File: config.mk
export PLATFORM = sky130hd
export DESIGN_NAME = fetch_queue_bp_flat
export DESIGN_NICKNAME = d
export VERILOG_FILES = /design/src/rtl/fetch_queue_bp_if.sv /design/src/rtl/fetch_queue_bp.sv /design/src/flat_wrapper.sv
export SDC_FILE = /design/constraint.sdc
export NUM_CORES = 1
export LEC_CHECK = 0
export BUFFER_PORTS_ARGS = -buffer_cell sky130_fd_sc_hd__buf_2
export CAP_MARGIN = 20
export CORE_ASPECT_RATIO = 0.5
export CORE_UTILIZATION = 50
export CTS_CLUSTER_DIAMETER = 30
export DETAILED_ROUTE_END_ITERATION = 12
export PLACE_DENSITY_LB_ADDON = 0.12
export SETUP_SLACK_MARGIN = 0.05
export SLEW_MARGIN = 20
export SYNTH_ARGS = -nofsm -noshare
export SYNTH_HDL_FRONTEND = slang
export SYNTH_SLANG_ARGS = --single-unit
File: constraint.sdc
create_clock -name clk_in -period 10.7 [get_ports clk_in]
set_input_delay 1.07 -clock clk_in [delete_from_list [all_inputs] [get_ports clk_in]]
set_output_delay 1.07 -clock clk_in [all_outputs]
set_load 0.02 [all_outputs]
File: src/rtl/fetch_queue_bp_if.sv
// Bus bundle for the fetch queue: memctrl fetch side, decoder drain side and
// the ROB predictor-training strobe.
interface fetch_queue_bp_if;
  // Handshakes: a fetch is accepted when inst_ready is high and the queue can
  // push (otherwise it is dropped and refetched from the unchanged if_addr);
  // a head entry transfers when out_valid && out_ready are both high on a
  // clock edge; bp_update is a single-cycle strobe sampled on the clock edge.
  logic        if_enable;
  logic [31:0] if_addr;
  logic        inst_ready;
  logic        is_c;
  logic [31:0] inst_val;

  logic        out_valid;
  logic        out_ready;
  logic [31:0] out_inst;
  logic [31:0] out_pc;
  logic        out_is_c;
  logic        out_pred_taken;
  logic [31:0] out_next_pc;

  logic        bp_update;
  logic [31:0] bp_pc;
  logic        bp_taken;

  modport master (
    output if_enable, if_addr,
    output out_valid, out_inst, out_pc, out_is_c, out_pred_taken, out_next_pc,
    input  inst_ready, is_c, inst_val,
    input  out_ready,
    input  bp_update, bp_pc, bp_taken
  );

  modport slave (
    input  if_enable, if_addr,
    input  out_valid, out_inst, out_pc, out_is_c, out_pred_taken, out_next_pc,
    output inst_ready, is_c, inst_val,
    output out_ready,
    output bp_update, bp_pc, bp_taken
  );
endinterface

File: src/rtl/fetch_queue_bp.sv
// Front end: fetch PC generation, static/bimodal branch prediction and an
// instruction queue the decoder drains independently.
module fetch_queue_bp #(
  parameter int          IQ_DEPTH    = 8,
  parameter int          BHT_ENTRIES = 16,
  parameter int          PRED_MODE   = 2,
  parameter logic [31:0] RESET_PC    = 32'h0
) (
  input  logic                      clk_in,
  input  logic                      rst_in,
  input  logic                      rdy_in,
  input  logic                      clear,
  input  logic                      melt,
  input  logic [31:0]               corr_jump_addr,
  fetch_queue_bp_if.master          bus,
  output logic [$clog2(IQ_DEPTH):0] dbg_count,
  output logic                      dbg_frozen
);

  localparam int PTR_W     = $clog2(IQ_DEPTH);
  localparam int CNT_W     = PTR_W + 1;
  localparam int BHT_IDX_W = $clog2(BHT_ENTRIES);

  localparam logic [6:0] OP_JAL    = 7'b1101111;
  localparam logic [6:0] OP_BRANCH = 7'b1100011;
  localparam logic [6:0] OP_JALR   = 7'b1100111;

  logic [31:0]      pc_q, pc_d;
  logic             frozen_q, frozen_d;
  logic [PTR_W-1:0] head_q, head_d;
  logic [PTR_W-1:0] tail_q, tail_d;
  logic [CNT_W-1:0] count_q, count_d;

  logic [31:0] mem_inst_q    [IQ_DEPTH];
  logic [31:0] mem_pc_q      [IQ_DEPTH];
  logic        mem_is_c_q    [IQ_DEPTH];
  logic        mem_pred_q    [IQ_DEPTH];
  logic [31:0] mem_next_pc_q [IQ_DEPTH];

  logic        full;
  logic        head_valid;
  logic        pop;
  logic        push;
  logic [6:0]  opcode;
  logic [31:0] imm_j;
  logic [31:0] imm_b;
  logic [31:0] len;
  logic        bht_pred;
  logic        pred_taken;
  logic        is_jalr;
  logic [31:0] next_pc;

  assign full       = (count_q == CNT_W'(IQ_DEPTH));
  assign head_valid = (count_q != '0);
  assign pop        = rdy_in && !clear && head_valid && bus.out_ready;
  // A full queue still accepts when the head leaves in the same cycle.
  assign push       = rdy_in && !clear && !frozen_q && bus.inst_ready && (!full || pop);

  // ---------------------------------------------------------------- predecode
  assign opcode = bus.inst_val[6:0];
  assign imm_j  = {{12{bus.inst_val[31]}}, bus.inst_val[19:12], bus.inst_val[20],
                   bus.inst_val[30:21], 1'b0};
  assign imm_b  = {{20{bus.inst_val[31]}}, bus.inst_val[7], bus.inst_val[30:25],
                   bus.inst_val[11:8], 1'b0};
  assign len    = bus.is_c ? 32'd2 : 32'd4;
  assign is_jalr = (opcode == OP_JALR);

  always_comb begin
    pred_taken = 1'b0;
    next_pc    = pc_q + len;
    case (opcode)
      OP_JAL: begin
        pred_taken = 1'b1;
        next_pc    = pc_q + imm_j;
      end
      OP_BRANCH: begin
        pred_taken = bht_pred;
        next_pc    = bht_pred ? (pc_q + imm_b) : (pc_q + len);
      end
      default: ;
    endcase
  end

  // ---------------------------------------------------------------- predictor
  generate
    if (PRED_MODE == 2) begin : g_bht
      logic [1:0]           bht_q [BHT_ENTRIES];
      logic [1:0]           bht_d [BHT_ENTRIES];
      logic [BHT_IDX_W-1:0] look_idx;
      logic [BHT_IDX_W-1:0] upd_idx;
      logic                 unused_bp_bits;

      assign look_idx       = pc_q[BHT_IDX_W:1];
      assign upd_idx        = bus.bp_pc[BHT_IDX_W:1];
      // Lookup reads the registered table, so a same-cycle update is not seen.
      assign bht_pred       = bht_q[look_idx][1];
      assign unused_bp_bits = ^{bus.bp_pc[31:BHT_IDX_W+1], bus.bp_pc[0]};

      always_comb begin
        bht_d = bht_q;
        if (rdy_in && bus.bp_update) begin
          if (bus.bp_taken && bht_q[upd_idx] != 2'b11)
            bht_d[upd_idx] = bht_q[upd_idx] + 2'b01;
          else if (!bus.bp_taken && bht_q[upd_idx] != 2'b00)
            bht_d[upd_idx] = bht_q[upd_idx] - 2'b01;
        end
      end

      always_ff @(posedge clk_in or posedge rst_in) begin
        if (rst_in) begin
          for (int i = 0; i < BHT_ENTRIES; i++) bht_q[i] <= 2'b10;
        end else begin
          bht_q <= bht_d;
        end
      end
    end else begin : g_static
      logic unused_bp;

      assign bht_pred  = (PRED_MODE == 1);
      assign unused_bp = ^{bus.bp_update, bus.bp_taken, bus.bp_pc};
    end
  endgenerate

  // ---------------------------------------------------------------- control
  always_comb begin
    pc_d     = pc_q;
    frozen_d = frozen_q;
    head_d   = head_q;
    tail_d   = tail_q;
    count_d  = count_q;
    if (rdy_in) begin
      if (clear) begin
        head_d   = '0;
        tail_d   = '0;
        count_d  = '0;
        pc_d     = corr_jump_addr;
        frozen_d = 1'b0;
      end else begin
        if (push) begin
          tail_d = tail_q + 1'b1;
          // jalr target is unknown here: park the PC until the ROB melts us.
          if (is_jalr) frozen_d = 1'b1;
          else         pc_d     = next_pc;
        end
        if (pop) head_d = head_q + 1'b1;
        count_d = count_q + CNT_W'(push) - CNT_W'(pop);
        if (melt) begin
          frozen_d = 1'b0;
          pc_d     = corr_jump_addr;
        end
      end
    end
  end

  always_ff @(posedge clk_in or posedge rst_in) begin
    if (rst_in) begin
      pc_q     <= RESET_PC;
      frozen_q <= 1'b0;
      head_q   <= '0;
      tail_q   <= '0;
      count_q  <= '0;
    end else begin
      pc_q     <= pc_d;
      frozen_q <= frozen_d;
      head_q   <= head_d;
      tail_q   <= tail_d;
      count_q  <= count_d;
    end
  end

  // Entry storage needs no reset: nothing is visible unless count_q covers it.
  always_ff @(posedge clk_in) begin
    if (push) begin
      mem_inst_q[tail_q]    <= bus.inst_val;
      mem_pc_q[tail_q]      <= pc_q;
      mem_is_c_q[tail_q]    <= bus.is_c;
      mem_pred_q[tail_q]    <= pred_taken;
      mem_next_pc_q[tail_q] <= next_pc;
    end
  end

  // ---------------------------------------------------------------- outputs
  assign bus.if_enable      = !rst_in && !frozen_q && !clear && !full;
  assign bus.if_addr        = pc_q;
  assign bus.out_valid      = head_valid;
  assign bus.out_inst       = head_valid ? mem_inst_q[head_q]    : 32'h0;
  assign bus.out_pc         = head_valid ? mem_pc_q[head_q]      : 32'h0;
  assign bus.out_is_c       = head_valid ? mem_is_c_q[head_q]    : 1'b0;
  assign bus.out_pred_taken = head_valid ? mem_pred_q[head_q]    : 1'b0;
  assign bus.out_next_pc    = head_valid ? mem_next_pc_q[head_q] : 32'h0;

  assign dbg_count  = count_q;
  assign dbg_frozen = frozen_q;

endmodule

File: src/flat_wrapper.sv
// flat-port wrapper written by rule: the top's interface ports become plain ports
module fetch_queue_bp_flat 
#(
  parameter int          IQ_DEPTH    = 8,
  parameter int          BHT_ENTRIES = 16,
  parameter int          PRED_MODE   = 2,
  parameter logic [31:0] RESET_PC    = 32'h0
)
  (clk_in, rst_in, rdy_in, clear, melt, corr_jump_addr, dbg_count, dbg_frozen, bus_if_enable, bus_if_addr, bus_out_valid, bus_out_inst, bus_out_pc, bus_out_is_c, bus_out_pred_taken, bus_out_next_pc, bus_inst_ready, bus_is_c, bus_inst_val, bus_out_ready, bus_bp_update, bus_bp_pc, bus_bp_taken);
  fetch_queue_bp_if bus_i ();
  input  logic clk_in;
  input  logic rst_in;
  input  logic rdy_in;
  input  logic clear;
  input  logic melt;
  input  logic [31:0] corr_jump_addr;
  output logic [$clog2(IQ_DEPTH):0] dbg_count;
  output logic dbg_frozen;
  output wire logic [$bits(bus_i.if_enable)-1:0] bus_if_enable;
  output wire logic [$bits(bus_i.if_addr)-1:0] bus_if_addr;
  output wire logic [$bits(bus_i.out_valid)-1:0] bus_out_valid;
  output wire logic [$bits(bus_i.out_inst)-1:0] bus_out_inst;
  output wire logic [$bits(bus_i.out_pc)-1:0] bus_out_pc;
  output wire logic [$bits(bus_i.out_is_c)-1:0] bus_out_is_c;
  output wire logic [$bits(bus_i.out_pred_taken)-1:0] bus_out_pred_taken;
  output wire logic [$bits(bus_i.out_next_pc)-1:0] bus_out_next_pc;
  input wire logic [$bits(bus_i.inst_ready)-1:0] bus_inst_ready;
  input wire logic [$bits(bus_i.is_c)-1:0] bus_is_c;
  input wire logic [$bits(bus_i.inst_val)-1:0] bus_inst_val;
  input wire logic [$bits(bus_i.out_ready)-1:0] bus_out_ready;
  input wire logic [$bits(bus_i.bp_update)-1:0] bus_bp_update;
  input wire logic [$bits(bus_i.bp_pc)-1:0] bus_bp_pc;
  input wire logic [$bits(bus_i.bp_taken)-1:0] bus_bp_taken;
  assign bus_if_enable = bus_i.if_enable;
  assign bus_if_addr = bus_i.if_addr;
  assign bus_out_valid = bus_i.out_valid;
  assign bus_out_inst = bus_i.out_inst;
  assign bus_out_pc = bus_i.out_pc;
  assign bus_out_is_c = bus_i.out_is_c;
  assign bus_out_pred_taken = bus_i.out_pred_taken;
  assign bus_out_next_pc = bus_i.out_next_pc;
  assign bus_i.inst_ready = bus_inst_ready;
  assign bus_i.is_c = bus_is_c;
  assign bus_i.inst_val = bus_inst_val;
  assign bus_i.out_ready = bus_out_ready;
  assign bus_i.bp_update = bus_bp_update;
  assign bus_i.bp_pc = bus_bp_pc;
  assign bus_i.bp_taken = bus_bp_taken;
  fetch_queue_bp #(.IQ_DEPTH(IQ_DEPTH), .BHT_ENTRIES(BHT_ENTRIES), .PRED_MODE(PRED_MODE), .RESET_PC(RESET_PC)) u_core (.clk_in(clk_in), .rst_in(rst_in), .rdy_in(rdy_in), .clear(clear), .melt(melt), .corr_jump_addr(corr_jump_addr), .bus(bus_i), .dbg_count(dbg_count), .dbg_frozen(dbg_frozen));
endmodule
==> out/results.tsv, run 1 <==
stage	metric	value	unit
synthesis	Post-Syn Area per Cell	16.6	sq um
global_routing	largest net degree at the start of global routing	127	
clock_network	clock latency at the later pin of the worst-skew pair	0.70	ns
timing	worst slew pin tran	1.14	ns
synthesis	synthesized instance count	2253	
timing	setup TNS	0	ns
clock_network	Num CTS Buffers	103	
pwr	Worst VDD drop	0.147	mV
clock_network	CTS root buf	clkbuf_16	
floorplan	die width	389	um
worst_setup_path	CP arrival	3.78	ns
synthesis	sequential area share after synthesis	67.3	%
timing	WHS	0.476	ns
timing	Final Max Tran Viols	0	
worst_setup_path	RR Startpoint	u_core.dbg_count[2]	
detailed_routing	Iter 0 DRT Violations	2239	
final_layout	most frequent cells in the layout	776 x edfxtp_1, 214 x buf_2, 207 x mux4_2	
final_layout	Nets	2660	
detailed_routing	drt drc	0	
floorplan	IO Count	243	
clock_network	H-tree Lvls	3	
timing	Fmax	0.206	GHz
synthesis	number of synthesis warnings	0	
worst_setup_path	reg-to-reg slack, setup	6.45	ns
detailed_routing	routed vias/inst	6.09	
final_layout	Area Overhead vs Synth	15.5	%
worst_hold_path	worst hold path class	flip-flop to flip-flop	
detailed_routing	Total Wirelength	94600	um
placed_design	RePlAce Congestion	0.930	
clock_network	Post-CTS Resized	0	
synthesis	dominant cells by area after synthesis	edfxtp_1 62%, mux4_2 12%, dfrtp_1 3.9%	
synthesis	top-area cell type share of the netlist area	62.2	%
worst_setup_path	crit path from	u_core.head_q[2]	
synthesis	dominant synthesized flop cell	edfxtp_1	
timing	Final min period	4.85	ns
timing	final hold viol count	0	
global_routing	vias in the first global route	21588	
run_status	status	completed	
worst_setup_path	Crit path required time	9.63	ns
clock_network	CTS tree	done	
floorplan	Initial Utilization	50.9	%
timing	unrepaired setup endpoints after global routing	no	
final_layout	commonest non-fill, non-tap cell in the layout	edfxtp_1	
global_routing	initial antenna violation count	2	
synthesis	Post-synth ARST share	8.81	%
timing	Clock Skew	0.0243	ns
floorplan	core area	73600	sq um
placed_design	IO Port Bufs	214	
worst_setup_path	critical path class	flip-flop to output port	
floorplan	total die area	76100	sq um
pwr	pwr/cell area	240	nW/um^2
global_routing	first-pass GRT wire length	140000	um
timing	Slew HR	24.0	%
timing	Setup-failing EPs final	0	
timing	Final Cycle Share	45.4	%
placed_design	Post-DP HPWL	57100	um
synthesis	Mapped Area	37400	sq um
synthesis	Unique masters post-synth	84	
synthesis	Syn Nets	2418	
run	maxcap violations	0	
detailed_routing	First-pass DRT Iterations	5	
synthesis	EDFF count, synth	776	
floorplan	# rows	70	
global_routing	grt ovf	0	
final_layout	ANT cells	0	
worst_setup_path	Crit Path Max Fanout	42	
clock_network	post-cts hold buffer count	0	
worst_setup_path	CP startpoint kind	flip-flop	
detailed_routing	Detail Route Antenna Nets	0	
pwr	P_leak	0.0146	uW
global_routing	GRT Overall Usage	25.2	%
clock_network	clock sink count	851	
floorplan	Die Height	196	um
worst_setup_path	Critical Path Sink Type	output port	
clock_network	# Post-CTS Setup Buffers	0	
synthesis	post-synth top area cell	edfxtp_1	
final_layout	share of post-route cells with drive strength above 1	28.2	%
clock_network	clock slew at reported path FFs	0.06	ns
detailed_routing	vias	21643	
clock_network	clock buffer depth	3	
synthesis	FF+latch count, synth	851	
detailed_routing	drt wl/cell	26.6	um
final_layout	final core occ	58.8	%
power breakdown:
part | internal (uW) | switching (uW) | total (uW)
sequential | 3880 | 186 | 4060
clock | 2100 | 1470 | 3570
combinational | 1050 | 1710 | 2760
worst paths after layout:
path                                          endpoint  cells past startpoint
worst max-delay path                  bus_out_inst[15]                      5
worst min-delay path                         flip-flop                      2
worst max register to register  u_core.mem_pc_q[6][22]                      8
worst min register to register               flip-flop                      2
max in group asynchronous             u_core.head_q[0]                      3
min in group asynchronous          u_core.dbg_count[3]                      3
through the flow:
| step | worst slack [ns] | cells | instance area, sq um | total power [uW] |
|---|---|---|---|---|
| 2_1_floorplan | 0.840 | 2253 | 37400 | 5970 |
| 3_3_place_gp | 5.34 | 3360 | 39600 | 6880 |
| 3_5_place_dp | 5.31 | 3360 | 39600 | 6900 |
| 4_1_cts | 5.61 | 3554 | 43200 | 10500 |
| 5_1_grt | 5.73 | 3556 | 43300 | 10800 |
| 6_report | 5.85 | 3556 | 43300 | 10400 |
worst max-delay path, stage by stage (launching register included):
cell     delay (ns)
dfrtp_4        1.04
buf_4          0.71
buf_4          0.64
mux2i_1        0.31
nor2_1         0.11
buf_2          0.22
metal layers:
layer / vias up / wire length [um] / global-route usage (%)
met5: - / 0 / 0
met2: 657 / 44600 / 39.3
met1: 11398 / 43400 / 38.0
met4: 0 / 1460 / 5.91
li1: 9489 / - / -
met3: 99 / 5220 / 3.31
state kept, by name, indices dropped and copies added (netlist names), named ones only:
| register | cells |
|---|---|
| u_core.mem_pc_q | 248 |
| u_core.dbg_frozen | 1 |
| u_core.tail_q | 3 |
| u_core.mem_is_c_q | 8 |
| u_core.bus.if_addr | 32 |
| u_core.head_q | 3 |
| u_core.g_bht.bht_q | 16 |
| u_core.dbg_count | 4 |
| u_core.mem_pred_q | 8 |
| u_core.mem_next_pc_q | 256 |
| u_core.mem_inst_q | 256 |
final cells by class:
class | instances | area, sq um
multi-input combinational | 1248 | 11700
fill | 5568 | 30300
timing repair buffer | 261 | 1470
clock inverter | 80 | 916
clock buffer | 114 | 2650
sequential | 851 | 25200
inverter | 30 | 114
tap | 972 | 1220
cells in the mapped netlist, drive strengths merged, types with 12 or more instances:
cell type,number
edfxtp,776
mux4,207
nor2,179
nand2,121
mux2i,113
o21ai,97
a21oi,80
clkbuf,75
dfrtp,59
ha,55
buf,49
xnor2,39
inv,30
nand3,30
xor2,29
a21o,28
mux2,22
nand4,22
and3,21
nor3,20
dfstp,16
a31oi,15
nor2b,15
o211ai,12
o22ai,12
cell families after synthesis:
kind of cell	synth area share (%)
flops	67.3
simple gates	5.52
mux	16.2
compound gates	5.66
buf+inv	1.69
xor+xnor	1.59
fa+ha+maj	2.05
(Power assumes the default switching activity.)
==> run 2: changes to the inputs <==
==> constraint.sdc (replaced) <==
create_clock -name clk_in -period 4.25 [get_ports clk_in]
set_input_delay 0.425 -clock clk_in [delete_from_list [all_inputs] [get_ports clk_in]]
set_output_delay 0.425 -clock clk_in [all_outputs]
set_load 0.02 [all_outputs]
==> run 2 against run 1 <==
- global-route usage increased by 0.44 points
- first-iteration DRC count shrank 0.76%
- cell count rose by 2.4%
- clock power rose to 2.7 times the previous value
- critical path type is now flip-flop to flip-flop
- highest routed layer unchanged
==> out/results.tsv, run 2 (same netlist as run 1, synthesis figures left out) <==
stage	metric	value	unit
clock_network	post-cts hold buffer count	8	
clock_network	Num CTS Buffers	107	
final_layout	most frequent cells in the layout	776 x edfxtp_1, 214 x buf_2, 207 x mux4_2	
detailed_routing	Met2 Wirelength	43900	um
floorplan	core area	73600	sq um
detailed_routing	drt wl/cell	26.4	um
detailed_routing	Met3 Wirelength	7140	um
timing	worst slew pin tran	1.05	ns
worst_setup_path	CP arrival	4.06	ns
floorplan	# rows	70	
final_layout	Area Overhead vs Synth	18.4	%
run_status	status	completed	
pwr	P_leak	0.0152	uW
worst_setup_path	Crit path required time	4.59	ns
placed_design	RePlAce Congestion	0.946	
final_layout	fillers	5505	
final_layout	commonest non-fill, non-tap cell in the layout	edfxtp_1	
clock_network	clock slew at reported path FFs	0.06	ns
timing	Final Max Tran Viols	0	
timing	Fmax	0.269	GHz
global_routing	GRT Overall Usage	25.6	%
timing	WHS	0.0462	ns
timing	Final min period	3.72	ns
detailed_routing	drt drc	0	
timing	setup TNS	0	ns
timing	Setup-failing EPs final	0	
worst_setup_path	crit path max-delay cell type	a311oi_1	
pwr	Worst VDD drop	0.778	mV
clock_network	H-tree Lvls	3	
timing	Setup WS post-layout	0.529	ns
worst_setup_path	Critical Path Max Stage Delay	0.62	ns
detailed_routing	Detail Route Antenna Nets	0	
worst_setup_path	CP startpoint kind	flip-flop	
placed_design	worst slack, placed	0.395	ns
placed_design	Placed Cells incl. Taps	3426	
global_routing	largest net degree at the start of global routing	98	
run	maxcap violations	0	
final_layout	Regs by FF count	u_core.mem_inst_q (256), u_core.mem_next_pc_q (256), u_core.mem_pc_q (248)	
floorplan	Die Height	196	um
timing	Final Cycle Share	87.6	%
global_routing	vias in the first global route	21926	
detailed_routing	met1 wire length	42800	um
final_layout	Layout Cells excl Fill	3641	
final_layout	share of post-route cells with drive strength above 1	30.4	%
clock_network	clock sink count	851	
clock_network	clock latency at the later pin of the worst-skew pair	0.70	ns
clock_network	Post-CTS Resized	0	
final_layout	Nets	2737	
clock_network	CTS root buf	clkbuf_16	
clock_network	clock buffer depth	3	
timing	Slew HR	29.9	%
detailed_routing	Iter 0 DRT Violations	2222	
timing	final hold viol count	0	
worst_hold_path	worst hold path class	primary input to flip-flop	
timing	unrepaired setup endpoints after global routing	no	
detailed_routing	First-pass DRT Iterations	5	
placed_design	IO Port Bufs	214	
floorplan	IO Count	243	
timing	Clock Skew	0.0232	ns
global_routing	first-pass GRT wire length	142000	um
worst_setup_path	worst path cell trace	buf_4 -> mux4_2 -> mux2i_1 -> a2bb2oi_2 -> nor4b_1 -> a311oi_1 -> nand2_1	
detailed_routing	highest metal used	met4	
placed_design	Post-DP HPWL	60900	um
global_routing	grt ovf	0	
worst_setup_path	Crit Path Max Fanout	14	
clock_network	CTS tree	done	
detailed_routing	Total Wirelength	96000	um
global_routing	initial antenna violation count	3	
worst_setup_path	critical path class	flip-flop to flip-flop	
worst_setup_path	Critical Path Sink Type	flip-flop	
detailed_routing	vias	21805	
pwr	pwr/cell area	608	nW/um^2
floorplan	die width	389	um
floorplan	Initial Utilization	50.9	%
detailed_routing	routed vias/inst	5.99	
floorplan	total die area	76100	sq um
clock_network	# Post-CTS Setup Buffers	0	
[run 2: changes by cell type in the layout (fill, tap and decap cells not counted), moves of 3 or more]
cell and delta:
buf_12 +16, inv_6 +6, nor3b_2 -4, bufinv_16 +3, clkinv_8 -4, buf_4 +51, dlygate4sd3_1 +8, clkbuf_16 +4
inv_8 +5, clkbuf_1 -5, nor3b_4 +4
[run 2: layout make-up]
class / count / area [sq um] / area share, %
Clock inverter: 89 / 1050 / 2.38
Sequential cell: 851 / 25200 / 56.9
Tap cell: 972 / 1220 / 2.74
Inverter: 30 / 114 / 0.257
Clock buffer: 115 / 2760 / 6.22
Antenna cell: 2 / 5.00 / 0.0113
Timing Repair Buffer: 334 / 2230 / 5.03
Multi-Input combinational cell: 1248 / 11700 / 26.5
[run 2: layer usage]
layer | track usage, % | vias up
met5 | 0 | -
met4 | 6.93 | 0
met3 | 5.40 | 134
met2 | 38.8 | 746
met1 | 38.0 | 11272
li1 | - | 9653
[run 2: power by group]
group          switching, uW  internal [uW]
sequential               309           9760
combinational           4560           2870
clock                   3790           5690
[run 2: stage by stage]
| step | total power (uW) | util, % | area (sq um) |
|---|---|---|---|
| after CTS | 27200 | 60.2 | 44300 |
| after detailed placement | 17700 | 55.0 | 40400 |
| after global routing | 28100 | 60.3 | 44300 |
| final | 27000 | 60.3 | 44300 |
| after global placement | 17600 | 55.0 | 40400 |
| after floorplan | 15000 | - | 37600 |
[run 2: path summary, 6_finish.rpt]
path / end / slack, ns / start / cells after the start
max: u_core.mem_next_pc_q[4][24] / 0.53 / u_core.bus.if_addr[2] / 7
min: u_core.mem_inst_q[0][25] / 0.05 / bus_inst_val[25] / 1
max reg2reg: u_core.mem_next_pc_q[4][24] / 0.53 / u_core.bus.if_addr[2] / 7
min reg2reg: flip-flop / 0.47 / flip-flop / 2
max in group asynchronous: u_core.head_q[1] / 2.84 / rst_in / 4
min in group asynchronous: u_core.dbg_count[0] / 0.38 / rst_in / 3
[run 2: worst max-delay path: cells and delay by family (launching register included)]
kind	cells	cell delay [ns]
AND/OR/NAND/NOR	2	0.51
multiplexers	2	0.80
flip-flops	1	0.54
AO/OA/AOI/OAI	2	1.16
buffers and inverters	1	0.32
